==> src/rtl/rf_wb_if.sv <==
// Writeback request / register-file write-port bundle shared by the ALU and LSU
// writeback paths and the rf_wb_arbiter.
interface rf_wb_if #(
  parameter int AW   = 5,
  parameter int DW   = 32,
  parameter int NREG = 32
);
  logic          r0_valid;
  logic          r0_ready;
  logic [AW-1:0] r0_addr;
  logic [DW-1:0] r0_data;
  logic          r1_valid;
  logic          r1_ready;
  logic [AW-1:0] r1_addr;
  logic [DW-1:0] r1_data;
  logic [AW-1:0] A3;
  logic [DW-1:0] WD3;
  logic          WE3;
  logic [NREG-1:0] pend_mask;

  // Requesters and register-file side.
  modport master (
    output r0_valid, r0_addr, r0_data, r1_valid, r1_addr, r1_data,
    input  r0_ready, r1_ready, A3, WD3, WE3, pend_mask
  );

  // Arbiter side.
  modport slave (
    input  r0_valid, r0_addr, r0_data, r1_valid, r1_addr, r1_data,
    output r0_ready, r1_ready, A3, WD3, WE3, pend_mask
  );
endinterface

==> src/rtl/rf_wb_arbiter.sv <==
// Two-requester writeback arbiter for the register file's single write port.
// Define RF_ARB_RR_EN for round-robin on different-address conflicts (default: LSU wins).
module rf_wb_arbiter #(
  parameter int AW   = 5,
  parameter int DW   = 32,
  parameter int NREG = 32
) (
  input  logic   clk,
  input  logic   rst_n,
  rf_wb_if.slave bus
);

  typedef enum logic {EMPTY = 1'b0, FULL = 1'b1} buf_state_e;

  buf_state_e      st0, st1, st0_nx, st1_nx;
  logic [AW-1:0]   addr0, addr1;
  logic [DW-1:0]   data0, data1;
  logic            r1_older, r1_older_nx;
  logic            elig0, elig1, pick1, gnt0, gnt1, acc0, acc1;
  logic [NREG-1:0] pend;
`ifdef RF_ARB_RR_EN
  logic            rr_ptr;
`endif

  // Register 0 is a sink: such entries are never eligible for a grant.
  assign elig0 = (st0 == FULL) && (addr0 != '0);
  assign elig1 = (st1 == FULL) && (addr1 != '0);

  always_comb begin
    // NOTE: every always_comb output gets a default first so no path can infer a latch.
    pick1 = elig1;
    if (elig0 && elig1) begin
      if (addr0 == addr1) begin
        pick1 = r1_older;
      end else begin
`ifdef RF_ARB_RR_EN
        // rr_ptr == 0 favours the LSU, matching the fixed-priority order out of reset.
        pick1 = ~rr_ptr;
`else
        pick1 = 1'b1;
`endif
      end
    end
  end

  assign gnt1 = elig1 & pick1;
  assign gnt0 = elig0 & ~pick1;

  assign bus.r0_ready = (st0 == EMPTY) | gnt0;
  assign bus.r1_ready = (st1 == EMPTY) | gnt1;
  assign acc0 = bus.r0_valid & bus.r0_ready;
  assign acc1 = bus.r1_valid & bus.r1_ready;

  always_comb begin
    st0_nx      = st0;
    st1_nx      = st1;
    r1_older_nx = r1_older;
    if (acc0)                                    st0_nx = FULL;
    else if ((st0 == FULL) && (gnt0 || !elig0))  st0_nx = EMPTY;
    if (acc1)                                    st1_nx = FULL;
    else if ((st1 == FULL) && (gnt1 || !elig1))  st1_nx = EMPTY;
    // The entry that survives an edge untouched is older than a newly accepted one;
    // simultaneous acceptance treats req0 as older.
    if (acc0 && acc1)                  r1_older_nx = 1'b0;
    else if (acc1 && st0_nx == FULL)   r1_older_nx = 1'b0;
    else if (acc0 && st1_nx == FULL)   r1_older_nx = 1'b1;
  end

  // NOTE: sequential state uses non-blocking assignments so all flops update from pre-edge values.
  always_ff @(posedge clk or negedge rst_n) begin
    if (!rst_n) begin
      st0      <= EMPTY;
      st1      <= EMPTY;
      r1_older <= 1'b0;
    end else begin
      st0      <= st0_nx;
      st1      <= st1_nx;
      r1_older <= r1_older_nx;
    end
  end

  // NOTE: payload registers are not reset; the buffer state gates every use of them.
  always_ff @(posedge clk) begin
    if (acc0) begin
      addr0 <= bus.r0_addr;
      data0 <= bus.r0_data;
    end
    if (acc1) begin
      addr1 <= bus.r1_addr;
      data1 <= bus.r1_data;
    end
  end

  always_ff @(posedge clk or negedge rst_n) begin
    if (!rst_n) begin
      bus.A3  <= '0;
      bus.WD3 <= '0;
      bus.WE3 <= 1'b0;
    end else begin
      bus.WE3 <= gnt0 | gnt1;
      if (gnt1) begin
        bus.A3  <= addr1;
        bus.WD3 <= data1;
      end else if (gnt0) begin
        bus.A3  <= addr0;
        bus.WD3 <= data0;
      end
    end
  end

`ifdef RF_ARB_RR_EN
  always_ff @(posedge clk or negedge rst_n) begin
    if (!rst_n)              rr_ptr <= 1'b0;
    else if (elig0 && elig1) rr_ptr <= ~rr_ptr;
  end
`endif

  always_comb begin
    pend = '0;
    if (elig0) pend[addr0] = 1'b1;
    if (elig1) pend[addr1] = 1'b1;
  end

  assign bus.pend_mask = pend;

endmodule

==> src/flat_wrapper.sv <==
// flat-port wrapper written by rule: the top's interface ports become plain ports
module rf_wb_arbiter_flat 
#(
  parameter int AW   = 5,
  parameter int DW   = 32,
  parameter int NREG = 32
)
  (clk, rst_n, bus_r0_valid, bus_r0_addr, bus_r0_data, bus_r1_valid, bus_r1_addr, bus_r1_data, bus_r0_ready, bus_r1_ready, bus_A3, bus_WD3, bus_WE3, bus_pend_mask);
  rf_wb_if #(.AW(AW), .DW(DW), .NREG(NREG)) bus_i ();
  input  logic clk;
  input  logic rst_n;
  input wire logic [$bits(bus_i.r0_valid)-1:0] bus_r0_valid;
  input wire logic [$bits(bus_i.r0_addr)-1:0] bus_r0_addr;
  input wire logic [$bits(bus_i.r0_data)-1:0] bus_r0_data;
  input wire logic [$bits(bus_i.r1_valid)-1:0] bus_r1_valid;
  input wire logic [$bits(bus_i.r1_addr)-1:0] bus_r1_addr;
  input wire logic [$bits(bus_i.r1_data)-1:0] bus_r1_data;
  output wire logic [$bits(bus_i.r0_ready)-1:0] bus_r0_ready;
  output wire logic [$bits(bus_i.r1_ready)-1:0] bus_r1_ready;
  output wire logic [$bits(bus_i.A3)-1:0] bus_A3;
  output wire logic [$bits(bus_i.WD3)-1:0] bus_WD3;
  output wire logic [$bits(bus_i.WE3)-1:0] bus_WE3;
  output wire logic [$bits(bus_i.pend_mask)-1:0] bus_pend_mask;
  assign bus_i.r0_valid = bus_r0_valid;
  assign bus_i.r0_addr = bus_r0_addr;
  assign bus_i.r0_data = bus_r0_data;
  assign bus_i.r1_valid = bus_r1_valid;
  assign bus_i.r1_addr = bus_r1_addr;
  assign bus_i.r1_data = bus_r1_data;
  assign bus_r0_ready = bus_i.r0_ready;
  assign bus_r1_ready = bus_i.r1_ready;
  assign bus_A3 = bus_i.A3;
  assign bus_WD3 = bus_i.WD3;
  assign bus_WE3 = bus_i.WE3;
  assign bus_pend_mask = bus_i.pend_mask;
  rf_wb_arbiter #(.AW(AW), .DW(DW), .NREG(NREG)) u_core (.clk(clk), .rst_n(rst_n), .bus(bus_i));
endmodule
==> config.mk <==
export PLATFORM = sky130hd
export DESIGN_NAME = rf_wb_arbiter_flat
export DESIGN_NICKNAME = d
export VERILOG_FILES = /design/src/rtl/rf_wb_if.sv /design/src/rtl/rf_wb_arbiter.sv /design/src/flat_wrapper.sv
export SDC_FILE = /design/constraint.sdc
export NUM_CORES = 1
export LEC_CHECK = 0
export CORE_MARGIN = 4
export CORE_UTILIZATION = 48
export CTS_BUF_LIST = sky130_fd_sc_hd__clkbuf_8
export DETAILED_ROUTE_END_ITERATION = 7
export GPL_ROUTABILITY_DRIVEN = 0
export HOLD_SLACK_MARGIN = 0.1
export PLACE_DENSITY = 0.83
export SETUP_SLACK_MARGIN = 0.3
export SYNTH_ARGS = -nofsm -noshare
export SYNTH_HDL_FRONTEND = slang
export SYNTH_SLANG_ARGS = --single-unit
==> constraint.sdc <==
create_clock -name clk -period 3.93 [get_ports clk]
set_clock_uncertainty 0.2 [all_clocks]
set_input_delay 0.786 -clock clk [delete_from_list [all_inputs] [get_ports clk]]
set_output_delay 0.786 -clock clk [all_outputs]
set_load 0.01 [all_outputs]
# Yosys cells after proc, flatten, opt, wreduce, memory -nomap -nowiden
# Cells that the tools add are included.
# word_totals
regBits,115
latch_bits,0
mem_bits_rw,0
rom_bits,0
input_bits,78
output_inout_bits,72
wordCells,63
memories,0
# classes
add_sub_neg,0
mul,0
n_div,0
n_lt_le_gt_ge,4
n_eq_ne,1
shifts,0
n_mux,19
n_bitwise,11
reduce_logical,18
# ops
cell,n
2-to-1 mux 32 bit,4
OR 32 bit,1
"less-than comparator 5 x 6 -> 1 bit, second input constant",2
2-to-1 mux 1 bit,11
demux 1 bit (select 5 bit),2
"greater-or-equal comparator 5 x 1 -> 1 bit, second input constant",2
logical AND 1 bit,10
2-to-1 mux 5 bit,2
nonzero test 5 bit,2
equality test 5 bit,1
AND 1 bit,4
inverter 1 bit,3
OR 1 bit,3
nonzero test 3 bit,1
zero test 1 bit,2
logical OR 1 bit,2
nonzero test 2 bit,1

# Depth between registers and ports, before layout
# logic_depth
ltp_word,13
mapped_depth,10
depth_no_buf,6

# Least setup slack after synthesis
# Ideal clock, no wire load.
# synth_timing
path_type,register to register
startpoint,reg u_core.addr0[1]
endpoint,reg u_core.addr0[0] (enable)
setup_ns,0.398
t_arrival_ns,2.706
t_required_ns,3.332
slack_ns,0.626
stages_incl_launch_ff,7
path_buffers,1
synth_period_minus_slack_ns,3.304
cell_sequence,edfxtp_1 > clkbuf_1 > xor2_1 > nor4_1 > a31oi_4 > o21ai_0 > and2_1
# synth_via
elab_chain_cells,8
elab_cells_between_ends,10
cone_classes,eq/ne (1); mux (2); bitwise (4); reduce/logical (3)
# synth_lines
item,line,text
start: declaration,rf_wb_arbiter.sv:16,"logic [AW-1:0] addr0, addr1;"
start signal: assignment,rf_wb_arbiter.sv:85,addr0 <= bus.r0_addr;
nonzero test 5 bit,rf_wb_arbiter.sv:26,assign elig0 = (st0 == FULL) && (addr0 != '0);
logical AND 1 bit,rf_wb_arbiter.sv:26,
logical AND 1 bit,rf_wb_arbiter.sv:32,if (elig0 && elig1) begin
2-to-1 mux 1 bit,rf_wb_arbiter.sv:32,
inverter 1 bit,rf_wb_arbiter.sv:47,assign gnt0 = elig0 & ~pick1;
AND 1 bit *,rf_wb_arbiter.sv:47,
OR 1 bit *,rf_wb_arbiter.sv:49,assign bus.r0_ready = (st0 == EMPTY) | gnt0;
named net bus_r0_ready,flat_wrapper.sv:18,output wire logic [$bits(bus_i.r0_ready)-1:0] bus_r0_ready;
AND 1 bit *,rf_wb_arbiter.sv:51,assign acc0 = bus.r0_valid & bus.r0_ready;
named net u_core.acc0,rf_wb_arbiter.sv:19,"logic elig0, elig1, pick1, gnt0, gnt1, acc0, acc1;"
# Mark *: on every way through the listed nets, which the timed path passes. The rest lies on a longest branch.
# A chain may end at the register's enable or synchronous reset.

# Worst setup path after layout
# layout_timing
startpoint,reg u_core.addr0[3]
endpoint,out bus_r1_ready
# layout_via
elab_chain_cells,6
elab_cells_between_ends,8
cone_classes,eq/ne (1); mux (2); bitwise (2); reduce/logical (3)
# layout_lines
item,line,text
nonzero test 5 bit,rf_wb_arbiter.sv:26,
logical AND 1 bit,rf_wb_arbiter.sv:26,
logical AND 1 bit,rf_wb_arbiter.sv:32,
2-to-1 mux 1 bit *,rf_wb_arbiter.sv:32,
AND 1 bit *,rf_wb_arbiter.sv:46,assign gnt1 = elig1 & pick1;
OR 1 bit *,rf_wb_arbiter.sv:50,assign bus.r1_ready = (st1 == EMPTY) | gnt1;
end: declaration,flat_wrapper.sv:19,output wire logic [$bits(bus_i.r1_ready)-1:0] bus_r1_ready;
# Every way passes the cells marked *; elsewhere a longest branch is shown, timed or not.

==> load_flow_metrics.sql <==
INSERT INTO impl_metrics (metric_group, metric, value, unit) VALUES
('worst_hold_path', 'hold-path-cell-count', '2', ''),
('run_status', 'outcome', 'complete, no violations', ''),
('critical_path', 'timing.setup.critical_path_class', 'flip-flop to primary output', ''),
('critical_path', 'slowest_stage_cell_crit_path', 'clkdlybuf4s50_1', ''),
('critical_path', 'reg2reg_slack', '0.99', 'ns'),
('cells_and_area', 'design.final.nets', '591', ''),
('floorplan', 'fp.dieH', '106', 'um'),
('clock_network', 'cts_hold_repair.buffers', '0', ''),
('yosys', 'synth_enable_flop_cells', '74', ''),
('cells_and_area', 'fillerInstances', '633', ''),
('sta', 'worst_slew_margin_rel', '0.363', ''),
('clock_network', 'clk-insertion-delay-late', '0.40', 'ns'),
('sta', 'hold-worst-slack', '0.281', 'ns'),
('cells_and_area', 'area_occupied_by_multi_input_gates', '1240', 'sq um'),
('critical_path', 'critPathMaxFanout', '6', ''),
('flow_run', 'cap_viol_max_count', '0', ''),
('clock_network', 'cts-root-to-sink-buffers', '2', ''),
('cells_and_area', 'n_antenna_cell', '0', ''),
('sta', 'worst_pin_slew', '0.955', 'ns'),
('drt', 'postRouteAntennaNets', '0', ''),
('yosys', 'synth.yosys.warnings', '0', ''),
('critical_path', 'crit_path_capture_type', 'primary output', ''),
('floorplan', 'effective_utilization_at_floorplan', '0.498', ''),
('drt', 'via_count_of_the_routed_design', '3692', ''),
('placed_design', 'dp_hpwl', '8510', 'um'),
('pwr', 'pwr_density_cell', '477', 'nW/um^2'),
('clock_network', 'clock_sink_count', '115', ''),
('critical_path', 'endpoint_of_the_lowest_slack_register_to_register_path', 'u_core.bus.WD3[0]', ''),
('yosys', 'postSynthNetCount', '435', ''),
('cells_and_area', 'layout.cells.most_common', 'clkdlybuf4s50_1', ''),
('yosys', 'synth_area', '4650', 'sq um'),
('drt', 'dr_iter_0_viols', '299', ''),
('yosys', 'avg_synthesized_cell_area', '13.0', 'sq um'),
('clock_network', 'cts_tree', 'yes', ''),
('floorplan', 'floorplan.core_area', '9330', 'sq um'),
('global_routing', 'antenna_found_initial', '0', ''),
('sta', 'unrepaired_setup_endpoints_after_global_routing', 'yes', ''),
('pwr', 'peakVddDrop', '277', 'uV'),
('sta', 'tns', '0', 'ns'),
('critical_path', 'total_number_of_cells_along_the_worst_setup_path', '5', ''),
('critical_path', 'r2r.worst_path.cells', '7', ''),
('global_routing', 'grt_max_degree', '42', ''),
('critical_path', 'slowest_delay', '0.57', 'ns'),
('drt', 'drt_pre_antenna_iters', '5', ''),
('floorplan', 'dieArea', '11300', 'sq um'),
('sta', 'peak_freq', '0.284', 'GHz'),
('clock_network', 'tritoncts_buffers', '17', ''),
('sta', 'setup_violations', '0', ''),
('yosys', 'synthCells', '357', ''),
('drt', 'post_drt_via_cell_ratio', '5.64', ''),
('drt', 'drc', '0', ''),
('yosys', 'number_of_synthesized_register_bits', '115', ''),
('yosys', 'synth_seq_area_share', '0.699', ''),
('global_routing', 'wire_length_of_the_first_global_routing_pass', '18800', 'um'),
('cells_and_area', 'layout_common_cells', '147 x clkdlybuf4s50_1, 74 x edfxtp_1, 52 x nand2_1', ''),
('yosys', 'yosys.cell_types.count', '35', ''),
('cells_and_area', 'post_route_cells_drive_above_1_share', '0.108', ''),
('critical_path', 'crit_path_cell_chain', 'or3_1, o31a_1, a31oi_4, nand2b_1, clkdlybuf4s50_1', ''),
('cells_and_area', 'sequential_cell_area', '3250', 'sq um'),
('critical_path', 'startpoint_kind_of_the_worst_setup_timing_path', 'flip-flop', ''),
('clock_network', 'clkSlewWorstSetupHoldPaths', '0.07', 'ns'),
('critical_path', 'path_buf_inv', '1', ''),
('floorplan', 'fp-row-count', '35', ''),
('global_routing', 'grt_pass1_vias', '3746', ''),
('critical_path', 'rr_startpoint', 'u_core.addr1[0]', ''),
('global_routing', 'grt_overflow_total', '0', ''),
('worst_hold_path', 'hold_path.class', 'flip-flop to flip-flop', ''),
('floorplan', 'die_w', '106', 'um'),
('yosys', 'most_used_flip_flop_cell_after_synthesis', 'edfxtp_1', ''),
('drt', 'wirelength', '12300', 'um'),
('global_routing', 'global_route.usage.total', '0.216', '');
-- cell type report --
class,instances,share of cell area
Clock inverter,15,0.0283
Inverter,2,0.00112
Tap cell,129,0.0240
Timing Repair Buffer,167,0.244
Multi-Input combinational cell,210,0.185
Clock buffer,17,0.0348
Sequential cell,115,0.483
-- how the worst max path moves through the flow --
stage / start / endpoint
3_3_place_gp: u_core.addr1[0] / bus_r0_ready
4_1_cts: u_core.addr0[4] / bus_r1_ready
6_report: u_core.addr0[3] / bus_r1_ready
3_5_place_dp: u_core.addr1[0] / bus_r0_ready
2_1_floorplan: u_core.addr0[1] / u_core.addr0[0]
5_1_grt: u_core.addr0[3] / bus_r1_ready
-- sequential cells by signal (all words and copies together) (netlist names), 5 cells and up --
| signal | count |
|---|---|
| u_core.data1 | 32 |
| u_core.data0 | 32 |
| u_core.bus.WD3 | 32 |
| u_core.addr0 | 5 |
| u_core.addr1 | 5 |
| u_core.bus.A3 | 5 |
-- power by group --
group,internal [W],switching (W)
registers,0.00143,0.0000780
logic,0.000288,0.000264
clock network,0.000686,0.000464
total,0.00240,0.000806
-- per-stage QoR --
step / std cells / total power [W] / utilization / cell area [sq um] / setup WS (ns)
detailed placement: 611 / 0.00207 / 0.666 / 6210 / 0.682
floorplan: 357 / 0.00175 / - / 4650 / 0.626
finish: 655 / 0.00321 / 0.721 / 6730 / 0.403
CTS: 649 / 0.00323 / 0.716 / 6680 / 0.328
global route: 655 / 0.00334 / 0.721 / 6730 / 0.291
global placement: 611 / 0.00205 / 0.666 / 6210 / 0.724
-- kinds of logic after synthesis --
| kind of cell | Yosys count | share of synthesized area |
|---|---|---|
| flip-flops | 115 | 0.699 |
| AO/OA/AOI/OAI | 117 | 0.168 |
| XOR/XNOR | 5 | 0.00942 |
| AND/OR/NAND/NOR | 87 | 0.0872 |
| other | 1 | 0.000807 |
| buffers and inverters | 32 | 0.0358 |
-- Yosys cell counts (2+ instances only) --
| library cell | n | area, sq um |
|---|---|---|
| nand3_1 | 5 | 25.0 |
| dfrtp_1 | 41 | 1030 |
| o22ai_1 | 30 | 188 |
| and2_1 | 3 | 18.8 |
| or3b_2 | 2 | 17.5 |
| a21oi_1 | 3 | 15.0 |
| buf_2 | 4 | 20.0 |
| a22oi_1 | 33 | 248 |
| nand2_1 | 52 | 195 |
| o31ai_1 | 2 | 15.0 |
| clkbuf_1 | 18 | 67.6 |
| nor2_1 | 5 | 18.8 |
| xor2_1 | 5 | 43.8 |
| buf_4 | 5 | 37.5 |
| a32oi_1 | 4 | 35.0 |
| nand2b_1 | 5 | 31.3 |
| or3_1 | 2 | 12.5 |
| edfxtp_1 | 74 | 2220 |
| nand3b_1 | 5 | 37.5 |
| inv_1 | 2 | 7.51 |
| o21ai_0 | 38 | 190 |
| buf_6 | 3 | 33.8 |
| nor2b_1 | 4 | 25.0 |
-- worst register-to-register path, delay by kind of cell, from the launching register on --
family                 cells  cell delay [ns]
AND/OR/NAND/NOR            2             1.03
AO/OA/AOI/OAI              3             0.67
buffers and inverters      2             0.47
flip-flops                 1             0.45
-- metal layers --
layer | track usage | part of all wire | up-vias
met5 | 0 | 0 | -
met3 | 0.0801 | 0.097 | 13
li1 | - | - | 1658
met2 | 0.376 | 0.51 | 203
met4 | 0.0667 | 0.012 | 0
met1 | 0.247 | 0.38 | 1818
-- what timing repair did --
item / 4_1_cts / 5_1_grt
resized for setup: 1 / 0
buffers inserted: 6 / 6
setup endpoints to repair: 3 / 9
pin swaps: 1 / 0
Note: power is estimated with default switching activity, not from simulation.
